**src/rtl/st2_branch_resolver_pkg.sv**
```systemverilog
// Shared definitions for the serial branch resolver: condition codes,
// relation encodings, FSM states and the taken-decode helper.
// Ports: none (package).
package st2_branch_resolver_pkg;

    typedef enum logic [2:0] {
        COND_BEQ    = 3'b000,
        COND_BNE    = 3'b001,
        COND_BLT    = 3'b010,
        COND_BGE    = 3'b011,
        COND_BGT    = 3'b100,
        COND_BLE    = 3'b101,
        COND_ALWAYS = 3'b110,
        COND_NEVER  = 3'b111
    } cond_e;

    localparam logic [1:0] RES_EQ = 2'b00;
    localparam logic [1:0] RES_GT = 2'b01;
    localparam logic [1:0] RES_LT = 2'b10;

    typedef enum logic [1:0] {
        ST_IDLE = 2'b00,
        ST_CMP  = 2'b01,
        ST_DONE = 2'b10
    } state_e;

    // Branch decision from the final relation of op1 to op2.
    function automatic logic decode_taken(input cond_e c, input logic [1:0] r);
        logic eq;
        logic gt;
        logic lt;
        eq = (r == RES_EQ);
        gt = (r == RES_GT);
        lt = (r == RES_LT);
        case (c)
            COND_BEQ:    decode_taken = eq;
            COND_BNE:    decode_taken = !eq;
            COND_BLT:    decode_taken = lt;
            COND_BGE:    decode_taken = !lt;
            COND_BGT:    decode_taken = gt;
            COND_BLE:    decode_taken = !gt;
            COND_ALWAYS: decode_taken = 1'b1;
            default:     decode_taken = 1'b0;
        endcase
    endfunction

endpackage

```
**src/rtl/st2_branch_resolver_chunk_cmp.sv**
```systemverilog
// Combinational compare of one CHUNK-bit slice; latency 0, no backpressure.
// Ports: a_i/b_i slices, inv_msb_i flips both slice MSBs (signed top slice),
//        eq_o slices equal, gt_o a greater than b (unsigned after flip).
module st2_chunk_cmp #(
    parameter int CHUNK = 4
) (
    input  logic [CHUNK-1:0] a_i,
    input  logic [CHUNK-1:0] b_i,
    input  logic             inv_msb_i,
    output logic             eq_o,
    output logic             gt_o
);

    logic [CHUNK-1:0] mask;
    logic [CHUNK-1:0] a_x;
    logic [CHUNK-1:0] b_x;

    // Flipping the sign bit maps two's-complement order onto unsigned order.
    always_comb begin
        mask            = '0;
        mask[CHUNK-1]   = inv_msb_i;
        a_x             = a_i ^ mask;
        b_x             = b_i ^ mask;
        eq_o            = (a_x == b_x);
        gt_o            = (a_x > b_x);
    end

endmodule

```
**src/rtl/st2_branch_resolver.sv**
```systemverilog
// Serial branch resolver: compares op1/op2 one CHUNK slice per cycle, MSB first.
// Latency: 1..NCHUNK cycles from accept to out_valid (early exit on first unequal slice).
// Backpressure: result held in DONE until out_ready; one request in flight; flush squashes.
// Ports: clk/rst_n; in_valid/in_ready/op1/op2/cond/signed_mode request side;
//        flush abort; out_valid/out_ready/result/taken result side; taken_cnt statistics.
module st2_branch_resolver
    import st2_branch_resolver_pkg::*;
#(
    parameter int WIDTH = 16,
    parameter int CHUNK = 4,
    parameter int CNT_W = 8
) (
    input  logic             clk,
    input  logic             rst_n,
    input  logic             in_valid,
    output logic             in_ready,
    input  logic [WIDTH-1:0] op1,
    input  logic [WIDTH-1:0] op2,
    input  logic [2:0]       cond,
    input  logic             signed_mode,
    input  logic             flush,
    output logic             out_valid,
    input  logic             out_ready,
    output logic [1:0]       result,
    output logic             taken,
    output logic [CNT_W-1:0] taken_cnt
);

    localparam int NCHUNK = WIDTH / CHUNK;
    localparam int IDX_W  = (NCHUNK > 1) ? $clog2(NCHUNK) : 1;
    localparam logic [IDX_W-1:0] IDX_TOP = IDX_W'(NCHUNK - 1);

    state_e             state_q, state_d;
    logic [WIDTH-1:0]   op1_q, op1_d;
    logic [WIDTH-1:0]   op2_q, op2_d;
    cond_e              cond_q, cond_d;
    logic               sgn_q, sgn_d;
    logic [IDX_W-1:0]   idx_q, idx_d;
    logic [1:0]         result_q, result_d;
    logic               taken_q, taken_d;
    logic [CNT_W-1:0]   cnt_q, cnt_d;

    logic [CHUNK-1:0]   a_slice;
    logic [CHUNK-1:0]   b_slice;
    logic               slice_inv;
    logic               slice_eq;
    logic               slice_gt;
    logic [1:0]         slice_res;

    always_comb begin
        a_slice   = op1_q[int'(idx_q)*CHUNK +: CHUNK];
        b_slice   = op2_q[int'(idx_q)*CHUNK +: CHUNK];
        // Only the top slice carries the sign bit.
        slice_inv = sgn_q && (idx_q == IDX_TOP);
    end

    st2_chunk_cmp #(
        .CHUNK (CHUNK)
    ) u_chunk_cmp (
        .a_i       (a_slice),
        .b_i       (b_slice),
        .inv_msb_i (slice_inv),
        .eq_o      (slice_eq),
        .gt_o      (slice_gt)
    );

    always_comb begin
        if (slice_eq)      slice_res = RES_EQ;
        else if (slice_gt) slice_res = RES_GT;
        else               slice_res = RES_LT;
    end

    always_comb begin
        state_d  = state_q;
        op1_d    = op1_q;
        op2_d    = op2_q;
        cond_d   = cond_q;
        sgn_d    = sgn_q;
        idx_d    = idx_q;
        result_d = result_q;
        taken_d  = taken_q;
        cnt_d    = cnt_q;

        if (flush) begin
            // Squash wins over accept and transfer; nothing else changes.
            state_d = ST_IDLE;
        end else begin
            case (state_q)
                ST_IDLE: begin
                    if (in_valid) begin
                        op1_d   = op1;
                        op2_d   = op2;
                        cond_d  = cond_e'(cond);
                        sgn_d   = signed_mode;
                        idx_d   = IDX_TOP;
                        state_d = ST_CMP;
                    end
                end
                ST_CMP: begin
                    // Finish on the first unequal slice or after the last one.
                    if (!slice_eq || idx_q == '0) begin
                        result_d = slice_res;
                        taken_d  = decode_taken(cond_q, slice_res);
                        state_d  = ST_DONE;
                    end else begin
                        idx_d = idx_q - 1'b1;
                    end
                end
                ST_DONE: begin
                    if (out_ready) begin
                        state_d = ST_IDLE;
                        if (taken_q && (cnt_q != '1)) begin
                            cnt_d = cnt_q + 1'b1;
                        end
                    end
                end
                default: state_d = ST_IDLE;
            endcase
        end
    end

    always_ff @(posedge clk) begin
        if (!rst_n) begin
            state_q  <= ST_IDLE;
            op1_q    <= '0;
            op2_q    <= '0;
            cond_q   <= COND_BEQ;
            sgn_q    <= 1'b0;
            idx_q    <= '0;
            result_q <= RES_EQ;
            taken_q  <= 1'b0;
            cnt_q    <= '0;
        end else begin
            state_q  <= state_d;
            op1_q    <= op1_d;
            op2_q    <= op2_d;
            cond_q   <= cond_d;
            sgn_q    <= sgn_d;
            idx_q    <= idx_d;
            result_q <= result_d;
            taken_q  <= taken_d;
            cnt_q    <= cnt_d;
        end
    end

    assign in_ready  = (state_q == ST_IDLE);
    assign out_valid = (state_q == ST_DONE);
    assign result    = result_q;
    assign taken     = taken_q;
    assign taken_cnt = cnt_q;

endmodule

```
**config.mk**
```make
export PLATFORM = sky130hd
export DESIGN_NAME = st2_branch_resolver
export DESIGN_NICKNAME = d
export VERILOG_FILES = /design/src/rtl/st2_branch_resolver_pkg.sv /design/src/rtl/st2_branch_resolver_chunk_cmp.sv /design/src/rtl/st2_branch_resolver.sv
export SDC_FILE = /design/constraint.sdc
export NUM_CORES = 1
export LEC_CHECK = 0
export CORE_ASPECT_RATIO = 0.9
export CORE_MARGIN = 5
export CORE_UTILIZATION = 40
export CTS_CLUSTER_DIAMETER = 80
export DETAILED_ROUTE_END_ITERATION = 10
export PLACE_DENSITY = 0.65
export SLEW_MARGIN = 5
export SYNTH_ARGS = -nofsm -noshare
export SYNTH_HDL_FRONTEND = slang
export SYNTH_HIERARCHICAL = 1
export SYNTH_SLANG_ARGS = --single-unit
```
**constraint.sdc**
```tcl
create_clock -name clk -period 9.15 [get_ports clk]
set_clock_uncertainty 0.1 [all_clocks]
set_input_delay 1.3725 -clock clk [delete_from_list [all_inputs] [get_ports clk]]
set_output_delay 1.3725 -clock clk [all_outputs]
set_load 0.02 [all_outputs]
```
==> results of run 1 <==
## sequential cells by signal, indices dropped and copies added, names as in the netlist
register   flops
taken_cnt      8
taken          1
state_q        2
sgn_q          1
cond_q         3
op2_q         16
op1_q         16
result         2
idx_q          2
## area by class of cell
type / count / share of cell area [%]
clock buffer: 7 / 2.55
clock inverter: 1 / 0.167
inverter: 7 / 0.879
multi-input combinational: 198 / 41.1
sequential: 51 / 34.2
tap: 70 / 2.93
timing repair buffer: 55 / 18.3
## metrics by stage
step | util, % | hold WS, ns | setup WS, ns | power, mW | std cells
finish | 52.5 | 0.355 | 5.88 | 0.435 | 389
global route | 52.5 | 0.370 | 5.62 | 0.459 | 389
CTS | 52.5 | 0.357 | 5.83 | 0.440 | 389
detailed placement | 51.1 | 0.344 | 5.70 | 0.315 | 381
global placement | 51.1 | 0.340 | 5.74 | 0.314 | 381
floorplan | - | 0.332 | 6.24 | 0.285 | 272
## synthesized netlist by cell type, types with 2 or more instances
| cell type | number |
|---|---|
| sky130_fd_sc_hd__ha_1 | 7 |
| sky130_fd_sc_hd__nor3_1 | 3 |
| sky130_fd_sc_hd__xor2_1 | 3 |
| sky130_fd_sc_hd__nor2_1 | 12 |
| sky130_fd_sc_hd__clkbuf_1 | 6 |
| sky130_fd_sc_hd__inv_1 | 7 |
| sky130_fd_sc_hd__nand2_1 | 79 |
| sky130_fd_sc_hd__dfxtp_1 | 51 |
| sky130_fd_sc_hd__mux4_2 | 8 |
| sky130_fd_sc_hd__a21oi_1 | 39 |
| sky130_fd_sc_hd__o21ai_0 | 3 |
| sky130_fd_sc_hd__or3_1 | 2 |
| sky130_fd_sc_hd__nand3_1 | 7 |
| sky130_fd_sc_hd__nand2b_1 | 2 |
| sky130_fd_sc_hd__buf_2 | 9 |
| sky130_fd_sc_hd__and2_1 | 2 |
| sky130_fd_sc_hd__mux2i_1 | 5 |
## placed cells by master, fill, tap and decap left out, types with 2 or more instances in the layout
cell type / instances
sky130_fd_sc_hd__xor2_1: 3
sky130_fd_sc_hd__ha_1: 7
sky130_fd_sc_hd__mux4_2: 8
sky130_fd_sc_hd__nand3_1: 7
sky130_fd_sc_hd__clkbuf_1: 2
sky130_fd_sc_hd__clkdlybuf4s50_1: 53
sky130_fd_sc_hd__and2_1: 2
sky130_fd_sc_hd__nor2_1: 12
sky130_fd_sc_hd__nand2_1: 79
sky130_fd_sc_hd__o21ai_0: 3
sky130_fd_sc_hd__buf_4: 2
sky130_fd_sc_hd__or3_1: 2
sky130_fd_sc_hd__dfxtp_1: 51
sky130_fd_sc_hd__mux2i_1: 5
sky130_fd_sc_hd__a21oi_1: 39
sky130_fd_sc_hd__clkbuf_8: 5
sky130_fd_sc_hd__nand2b_1: 2
sky130_fd_sc_hd__inv_1: 7
sky130_fd_sc_hd__nor3_1: 3
## power by group
group | internal, mW | switching (mW) | leakage, nW | total (mW)
registers | 0.231 | 0.00839 | 0.415 | 0.239
clock network | 0.0539 | 0.0713 | 0.0422 | 0.125
logic | 0.0371 | 0.0335 | 0.628 | 0.0706
## routing by layer
layer  part of all wire, %  GRT usage, %  routed length (um)
met2                    46          22.6                2460
met3                   4.9          3.62                 261
met4                   1.7          6.25                  90
met1                    47          19.9                2530
met5                     0             0                   0
## cells by family after synthesis
kind of cell | count (synthesis)
AOI/OAI and AO/OA | 55
xor gates and xnor gates | 4
adders and majority gates | 7
buffers and inverters | 23
DFF | 51
muxes | 13
and+or+nand+nor | 119
## worst max-delay path: stages (launching register included)
cell	delay, ns
sky130_fd_sc_hd__dfxtp_1	0.71
sky130_fd_sc_hd__mux4_2	0.59
sky130_fd_sc_hd__xor2_1	0.16
sky130_fd_sc_hd__ha_1	0.34
sky130_fd_sc_hd__and4_1	0.29
sky130_fd_sc_hd__a21oi_2	0.15
sky130_fd_sc_hd__nor2b_1	0.22
sky130_fd_sc_hd__o21ai_0	0.13
sky130_fd_sc_hd__a2111o_1	0.38
sky130_fd_sc_hd__o311ai_0	0.09
## worst paths after layout
path | start | to | slack [ns] | cells after the start
setup / recovery | idx_q[0] | taken | 5.88 | 9
hold / removal | sgn_q | sgn_q | 0.36 | 2
setup reg to reg | idx_q[0] | taken | 5.88 | 9
hold reg to reg | sgn_q | sgn_q | 0.36 | 2
==> results by stage, run 1 <==
Outcome:
- The flow ran to the end, and the final reports show no timing, DRC or antenna violations.

Yosys:
- In this run the mean area of a mapped cell was 8.63 um^2.
- Ranked by total cell area, the synthesized netlist is headed by sky130_fd_sc_hd__dfxtp_1, sky130_fd_sc_hd__nand2_1, sky130_fd_sc_hd__a21oi_1, sky130_fd_sc_hd__mux4_2, sky130_fd_sc_hd__ha_1.
- The proportion of synthesized area in mux cells is around a tenth.
- In this run, synthesis produced a sequential element count of 51.
- Sequential cells were found to cover 43.5% of the synthesized design area.
- The number of enable flip-flop cells after synthesis is 0.
- The area fraction in compound gates after synthesis is ~14%.
- Among all flip-flop cells after synthesis, the most frequent one is sky130_fd_sc_hd__dfxtp_1.
- The post-synthesis instance total is 272.
- Synthesis produced a netlist with a net count of 320.
- The biggest area contributor in the post-synthesis netlist is sky130_fd_sc_hd__dfxtp_1.
- Of the total synthesized cell area, the portion taken by AND, OR, NAND and NOR gates is a little under a quarter.
- Summing the areas of all xor and xnor instances in the mapped netlist gives about 1.5% of the synthesized area.
- The adder and majority gate portion of the synthesized area is under 10%.
- The share of synthesized registers carrying an async set or reset is 0%.
- The top cell type's share of synthesized area is between 40% and 50%.
- The dominant combinational cell family by area after synthesis is simple AND/OR/NAND/NOR gates.
- Yosys mapped the design onto 44 distinct sky130hd cell types.
- In this run the cell area of the synthesized design comes to about 2300 um^2.
- The number of warning messages in the yosys log is 6.

GRT:
- Entering global routing, the biggest net connects 37 pins.
- Summed over all layers, the global routing overflow is 0.
- The total routing resource utilization after global routing is between 10% and 20%.
- The number of global-route vias before repair is 1903.
- The first-pass GRT wire length is approximately 8.9 mm.
- The initial antenna violation count is 0.

Clocking:
- Clock tree synthesis inserted a total of 5 buffers.
- The register clock-pin slew on the reported worst setup and hold paths is 0.09 ns.
- For the worst-skew pair, the clock arrives at the later sink with an insertion delay of 0.30 ns.
- The CTS H-tree depth is 2.
- The clock tree from TritonCTS is built.
- The hold buffer count at cts is 0.
- The total of cells resized after clock tree synthesis is 0.
- The number of sinks handled by clock tree synthesis is 51.
- In this run the post-CTS setup repair buffer count came out at 0.
- The buffer type at the clock tree root is sky130_fd_sc_hd__clkbuf_8.
- The number of buffers on the longest clock path is 2.

Die:
- The initial core utilization is between 40 and 50%.
- After floorplanning, the core was divided into 26 placement rows.
- The number of ports placed on the die boundary is between 50 and 60.
- From bottom edge to top edge, the die measures between 80 and 90 um.
- The die extent in x is just over 90 um.
- The die covers between 7000 and 8000 um^2.
- The area inside the core boundary is around 5700 um^2.

Placement:
- The final weighted congestion in routability-driven placement is 0.820.
- The total placed instance area is between 2000 and 3000 um^2.
- The port buffer count is 53.
- After legalization and detailed placement, the total HPWL measured a little under 4 mm.

Final layout:
- The layout has between 500 and 600 filler cells.
- The number of antenna diodes is 0.
- From synthesis to final layout, the design area changed by 27.3%.
- The final layout net count is approximately 370.
- The final non-filler cell area is between 2000 and 3000 um^2.
- The multi-input combinational cells in the finished layout cover a total of 1230 um^2.
- Cells with a size suffix above 1 make up 6.90% of the layout.
- The flip-flop and latch area is approximately 1000 um^2.

Route:
- The residual DRC count is 0.
- In the routed layout, each cell is associated on average with a via count of just over 5.
- The overall routed net length is about 5.3 mm.
- The detail-routed net length per standard cell is between 10 and 15 um.
- The total via count after detailed routing is a little under 2000.
- Before antenna repair, the detailed router went through 5 iterations.
- The count of nets left with antenna violations after detail routing is 0.
- After the first detailed-routing iteration, the DRC count stood at approximately 100.

Worst setup path:
- The critical path launch point type is a register.
- The data required time of the worst path is just over 9 ns.
- The kind of end point of the critical path is a register.
- The type of the setup path with the least slack is reg -> reg.
- Of all nets on the critical path, the largest fanout is 12.
- The critical path arrival is 3.37 ns.

STA:
- The maximum frequency from static timing analysis is a little over 300 MHz.
- In the final timing run, aggregate negative setup slack is 0 ns.
- The final count of hold timing violations was 0.
- The worst pin sits at a relative slew slack of a little under a quarter.
- For the pin with the worst max-slew slack, the measured transition is about 1.1 ns.
- The post-route clock period utilization is 35.7%.
- The smallest clock period supported by the final layout is computed as around 3.3 ns.
- The number of setup violations in the final report is 0.
- The number of max-slew violations in the final report is 0.
- Setup repair after global routing left no endpoint under its margin.

Hold path:
- The class of the tightest hold or removal check is reg -> reg.

Job:
- The number of maximum-capacitance constraint violations is 0.

Pwr:
- The leakage power total is 1.09 nW.
- The areal power density over the cells is approximately 150 nW/um^2.
- The largest voltage drop on the vdd net is 0.0582 mV.
(Power assumes the default switching activity.)
==> run 2, diff against run 1 <==
==> constraint.sdc (replaced) <==
create_clock -name clk -period 3.1 [get_ports clk]
set_clock_uncertainty 0.1 [all_clocks]
set_input_delay 0.465 -clock clk [delete_from_list [all_inputs] [get_ports clk]]
set_output_delay 0.465 -clock clk [all_outputs]
set_load 0.02 [all_outputs]
==> run 2 against run 1 <==
Effect of this change: register-to-register slack worse by 5.6 ns; first-iteration DRC count is 7.7% lower; global-route usage is 0.27 points lower; wire length is 1.3% lower; power grew to 3.0 times the previous value; clock-buffer cell count is 2 lower; via count is 2.9% higher; combinational power grew to 3.1 times the previous value; largest cell class unchanged; fmax is 15% higher; sequential power grew to 2.9 times the previous value; final cell count is 0.77% higher; largest power group unchanged.
==> results by stage, run 2 (same netlist as run 1, synthesis figures left out) <==
Outcome:
- The flow ran to the end, and the final reports show no timing, DRC or antenna violations.

Job:
- The number of maximum-capacitance constraint violations is 0 (unchanged).

Placement:
- The final weighted congestion in routability-driven placement is 0.821 (about the same).
- The number of placed instances with taps included was 384 (+0.79%).
- The total placed instance area is 2940 um^2 (+1.2%).
- The detailed placer's ending HPWL came to 4.05 mm (+4.7%).
- The port buffer count came to 53 (unchanged).

Route:
- The overall routed net length is 5.27 mm (-1.3%).
- The residual DRC count is 0 (unchanged).
- The total via count after detailed routing is 2019 (+2.9%).
- The detailed router's first-iteration violation count came to 96 (-7.7%).
- The detail-routed net length per standard cell was 13.4 um (-2.0%).
- The number of search-and-repair iterations in the first detailed-routing pass was 4 (-1).
- The count of nets left with antenna violations after detail routing is 0 (unchanged).
- The detailed-route vias per instance was 5.15 (+2.1%).

GRT:
- The global-route congestion overflow total is 0 (unchanged).
- The first-pass GRT wire length is 8.83 mm (-1.3%).
- The pin count of the biggest net entering global routing was 37 (unchanged).
- The routing usage on met1 is 20.3% (+0.35 points).
- The met2 global-route usage came to 22.5% (-0.15 points).
- The initial antenna violation count is 0 (unchanged).
- The number of global-route vias before repair is 1927 (+1.3%).
- The total routing resource utilization after global routing is 14.5% (-0.27 points).
- The routing usage on met3 is 3.08% (-0.54 points).
- met2 is the most crowded layer.

Worst setup path:
- The highest fanout seen on the critical path is 11 (-1).
- By startpoint and endpoint, the worst setup path is classified as reg -> reg.
- The critical path launch point type is a register.
- The source of the critical timing path is idx_q[0].
- The critical path's largest stage delay is 0.52 ns (-0.19 ns).
- The register-to-register setup slack is 0.25 ns (-5.63 ns).
- The critical path arrival is 2.95 ns (-0.42 ns).
- The master of the slowest instance on the critical path is sky130_fd_sc_hd__mux4_2.
- The data required time of the worst path is 3.20 ns (-6.05 ns).
- The worst setup path is captured at a register.
- The critical path goes through buf_4 -> mux4_2 -> ha_1 -> and4_1 -> a21oi_2 -> nor2b_1 -> o21ai_0 -> a2111o_1 -> o311ai_0.
- The worst reg-to-reg path cell count is 9 (unchanged).
- The worst register-to-register path begins at idx_q[0].

Clocking:
- The number of sinks handled by clock tree synthesis is 51 (unchanged).
- The hold buffer count at cts is 0 (unchanged).
- The register clock-pin slew on the reported worst setup and hold paths is 0.10 ns (about the same).
- The number of buffers inserted during clock tree synthesis was 5 (unchanged).
- The CTS H-tree depth is 2 (unchanged).
- The tree is rooted in a sky130_fd_sc_hd__clkbuf_8.
- The number of buffers on the longest clock path came to 2 (unchanged).
- The clock tree from TritonCTS is built.
- The worst-skew pair later-pin latency is 0.30 ns (about the same).

Pwr:
- The portion of total power attributed to combinational logic is 16.9% (+0.7 points).
- The design internal power is 0.955 mW (+200%).
- The largest voltage drop on the vdd net is 0.257 mV (+340%).
- The areal power density over the cells is 428 nW/um^2 (+190%).
- The leakage power total is 1.11 nW (+2.3%).
- The switching power total is 0.342 mW (+200%).
- The fraction of power consumed by sequential logic was 53.9% (-1.1 points).
- The share of total power consumed by net switching was 26.4% (+0.33 points).
- The part of the power in the clock network is 29.2% (+0.4 points).

Hold path:
- The min-delay analysis places its worst path in the category reg -> reg.
- The cell depth of the worst min-delay path is 2 (unchanged).
- The startpoint of the tightest hold check path is op1_q[15].

STA:
- The maximum frequency from static timing analysis is 351 MHz (+15%).
- The sum of negative setup slack is 0 ns (unchanged).
- The number of setup violations in the final report is 0 (unchanged).
- The post-route clock period utilization is 91.8% (+56 points).
- The number of max-slew violations in the final report is 0 (unchanged).
- The headroom to the max-slew limit came to 22.8% (-0.93 points).
- The final count of hold timing violations is 0 (unchanged).
- Setup repair after global routing left no endpoint under its margin.
- The transition at the pin with the smallest max-transition slack is 1.16 ns (+0.0139 ns).
- The final critical-path required period was 2.85 ns (-0.424 ns).

Die:
- The vertical die dimension is 82.7 um (unchanged).
- The standard-cell row count is 26 (unchanged).
- The number of ports placed on the die boundary was 54 (unchanged).
- The full die area is 7500 um^2 (unchanged).
- The initial core utilization is 41.2% (unchanged).
- The area inside the core boundary is 5690 um^2 (unchanged).
- The die extent in x is 90.7 um (unchanged).

Final layout:
- From synthesis to final layout, the design area changed by 29.1%.
- The fraction of final layout cells with drive strength greater than 1 is 8.39% (+1.5 points).
- The most common cell after layout, fill and taps aside is sky130_fd_sc_hd__nand2_1.
- The final non-filler cell area is 3030 um^2 (+1.4%).
- The final layout net count was 369 (+0.82%).
- The top cell types in the final layout, fill and taps aside, are sky130_fd_sc_hd__nand2_1, sky130_fd_sc_hd__clkdlybuf4s50_1, sky130_fd_sc_hd__dfxtp_1, sky130_fd_sc_hd__a21oi_1, sky130_fd_sc_hd__nor2_1.
- The number of antenna diodes is 0 (unchanged).
- The filler-free cell count of the finished design is 392 (+0.77%).
[run 2: cell count changes in the layout (fill, tap and decap cells not counted)]
cell | before | now
sky130_fd_sc_hd__clkbuf_1 | 2 | 0
sky130_fd_sc_hd__clkinv_2 | 1 | 2
sky130_fd_sc_hd__a21boi_1 | 0 | 1
sky130_fd_sc_hd__inv_6 | 0 | 1
sky130_fd_sc_hd__buf_4 | 2 | 4
sky130_fd_sc_hd__buf_12 | 0 | 1
sky130_fd_sc_hd__a21boi_0 | 1 | 0
[run 2: what timing repair did]
action,in CTS,in global routing
buffers inserted,0,0
endpoints found under the setup margin,0,1
gates resized for setup,0,1
hold endpoints to repair,0,0
[run 2: path summary, 6_finish.rpt]
path / endpoint
worst max register to register: taken
worst min register to register: op1_q[15]
worst min-delay path: op1_q[15]
worst max-delay path: taken
[run 2: power groups by stage]
stage / Sequential, mW / Clock (mW) / Combinational [mW]
2_1_floorplan: 0.708 / 0 / 0.133
3_3_place_gp: 0.715 / 0 / 0.217
3_5_place_dp: 0.715 / 0 / 0.220
4_1_cts: 0.700 / 0.390 / 0.221
5_1_grt: 0.703 / 0.414 / 0.245
6_report: 0.699 / 0.379 / 0.219
[run 2: cell type report]
type	count	area [um^2]
clock buffer	5	68.8
clock inverter	3	18.8
fill	556	2660
inverter	7	26.3
multi-input combinational	198	1230
sequential	51	1020
tap	70	87.6
timing repair buffer	58	581
[run 2: critical path: cells and delay by family, from the launching register on]
| family | cells | cell delay (ns) |
|---|---|---|
| buffers and inverters | 1 | 0.22 |
| AOI/OAI and AO/OA | 4 | 0.74 |
| adders and majority gates | 1 | 0.32 |
| muxes | 1 | 0.52 |
| and+or+nand+nor | 2 | 0.48 |
| DFF | 1 | 0.36 |
[run 2: metrics by stage]
step	total power [mW]	hold WS, ns	setup slack [ns]	utilization (%)
4_1_cts	1.31	0.363	0.225	53.2
2_1_floorplan	0.841	0.332	0.193	-
6_report	1.30	0.362	0.253	53.2
3_3_place_gp	0.932	0.345	0.324	51.7
3_5_place_dp	0.935	0.347	0.267	51.7
5_1_grt	1.36	0.386	0.00148	53.2
[run 2: layer usage]
metal,part of all wire (%),up-vias
li1,-,1037
met1,50,935
met2,44,42
met3,4.9,5
met4,1.3,0
met5,0,-
==> edit: new RTL, config.mk and constraints of run 1 <==
Take the reset off `op2_q` and load it in a clocked block of its own.
--- a/src/rtl/st2_branch_resolver.sv
+++ b/src/rtl/st2_branch_resolver.sv
@@ -123,7 +123,6 @@
         if (!rst_n) begin
             state_q  <= ST_IDLE;
             op1_q    <= '0;
-            op2_q    <= '0;
             cond_q   <= COND_BEQ;
             sgn_q    <= 1'b0;
             idx_q    <= '0;
@@ -133,7 +132,6 @@
         end else begin
             state_q  <= state_d;
             op1_q    <= op1_d;
-            op2_q    <= op2_d;
             cond_q   <= cond_d;
             sgn_q    <= sgn_d;
             idx_q    <= idx_d;
@@ -141,6 +139,10 @@
             taken_q  <= taken_d;
             cnt_q    <= cnt_d;
         end
+    end
+
+    always_ff @(posedge clk) begin
+        op2_q <= op2_d;
     end
 
     assign in_ready  = (state_q == ST_IDLE);
Function: no difference found for any inputs over 10 cycles, from zero or initial values and one cycle with rst_n low; that may be too few to reach the edited logic, so the function may still have changed.
==> edit against run 1 <==
Routed wire length down 9.1%; clock power up 11%; area after synthesis up 1.2%; largest power group unchanged; hold slack better by 0.014 ns; final cell count down 11%; power up 2.5%; setup slack worse by 0.27 ns; design area up 2.2%; count of clock-buffer cells in the layout down 2; sequential cell count unchanged; maximum frequency down 7.7%; die area up 1.0%.
==> edit: results (changes against run 1) <==
Status
  – Outcome: finished, final reports clean

Detailed routing
  – Metal3 WL: 233 µm (-11%)
  – First-pass detailed-route iteration total: 4 (-1)
  – WL met1: 2320 µm (-8.2%)
  – Post-Route WL: 4850 µm (-9.1%)
  – Met2 routed WL: 2240 µm (-8.9%)
  – WL/cell: 14.1 µm (+2.5%)

Global routing
  – Met2 usage: 20.4% (-2.2 points)
  – Grt met3 use: 4.70% (+1.1 points)
  – First-pass GRT wire length: 8030 µm (-10%)
  – Met1 GRT Util: 17.4% (-2.5 points)

Yosys
  – Syn nets: 271 (-15%)
  – Post-synth EDFFs: 16 (+16)
  – Synth cell types: 45 (+2.3%)
  – Mux cell area share after synthesis: 9.69% (-0.11 points)
  – Compound-Gate Fraction of Synth Area: 13.0% (-1.5 points)
  – Post-synthesis sequential area ratio: 49.7% (+6.2 points)
  – Post-synth top cells: 48 x nand2_1, 35 x dfxtp_1, 20 x a21boi_0, 16 x edfxtp_1

Pwr
  – Power Density: 146 mW/mm² (+0.32%)
  – LEAKAGE: 0.00117 µW (+8.0%)

Finish
  – #MultiIn Comb: 152 (-23%)
  – Multi-input gate share of the layout cell area: 36.4% (-4.7 points)
  – Number of fill cells: 510 (-4.7%)
  – Sequential cell area share: 38.7% (+4.5 points)
  – Inverter count: 9 (+2)
  – Clock buffers and inverters, area share: 3.15% (+0.43 points)
  – Share of cells above drive strength 1: 8.36% (+1.5 points)

Setup path
  – Max FO, Critical Path: 13 (+1)
  – Worst r2r path cells: 8 (-1)
  – Critical path arrival: 3.66 ns (+0.29 ns)

Placed design
  – RePlAce Congestion: 0.731 (-11%)
  – Inst Count DP: 337 (-12%)

STA
  – Relative slew margins: 46.8% (+23 points)

Die
  – Die ar.: 0.00758 mm² (+1.0%)
[edit: cell types whose count changed in the layout (fill, tap and decap cells not counted), moves of 3 or more]
| cell | run 1 | this run |
|---|---|---|
| a21boi_0 | 1 | 20 |
| edfxtp_1 | 0 | 16 |
| a21oi_1 | 39 | 2 |
| nand3_1 | 7 | 4 |
| nand2_1 | 79 | 48 |
| dfxtp_1 | 51 | 35 |
| nand4_1 | 1 | 4 |
| o211a_1 | 1 | 5 |
| nor2_1 | 12 | 7 |
| nor2b_1 | 1 | 4 |
[edit: path summary, 6_finish.rpt]
kind / to / slack (ns)
max reg2reg: taken$_SDFFE_PN0P_ / 5.61
max: taken$_SDFFE_PN0P_ / 5.61
min reg2reg: sgn_q$_SDFFE_PN0P_ / 0.37
min: sgn_q$_SDFFE_PN0P_ / 0.37
[edit: logic make-up (layout without fill, tap and decap cells)]
group                    Yosys count  after routing
AO/OA/AOI/OAI                     39             39
buffers and inverters             20             72
multiplexers                      13             13
XOR/XNOR                           2              2
AND/OR/NAND/NOR                   91             91
flip-flops                        51             51
adder cells (fa/ha/maj)            7              7
[edit: stage by stage]
step           hold WS [ns]  worst slack (ns)
2_1_floorplan         0.339              5.89
3_3_place_gp          0.353              5.35
3_5_place_dp          0.357              5.33
4_1_cts               0.372              5.56
5_1_grt               0.389              5.32
6_report              0.369              5.61
[edit: worst max-delay path, stage by stage (launching register included)]
cell and delay (ns):
dfxtp_1 0.82, mux4_2 0.62, xor2_1 0.16, ha_1 0.33, and4_1 0.32, nor2b_1 0.36
nand3b_1 0.30, nor2_1 0.09, a221o_1 0.34
[edit: power breakdown]
| part | internal, µW | total [µW] | switching, µW |
|---|---|---|---|
| logic | 33.8 | 57.4 | 23.6 |
| clock network | 56.8 | 139 | 82.5 |
| registers | 242 | 249 | 7.17 |
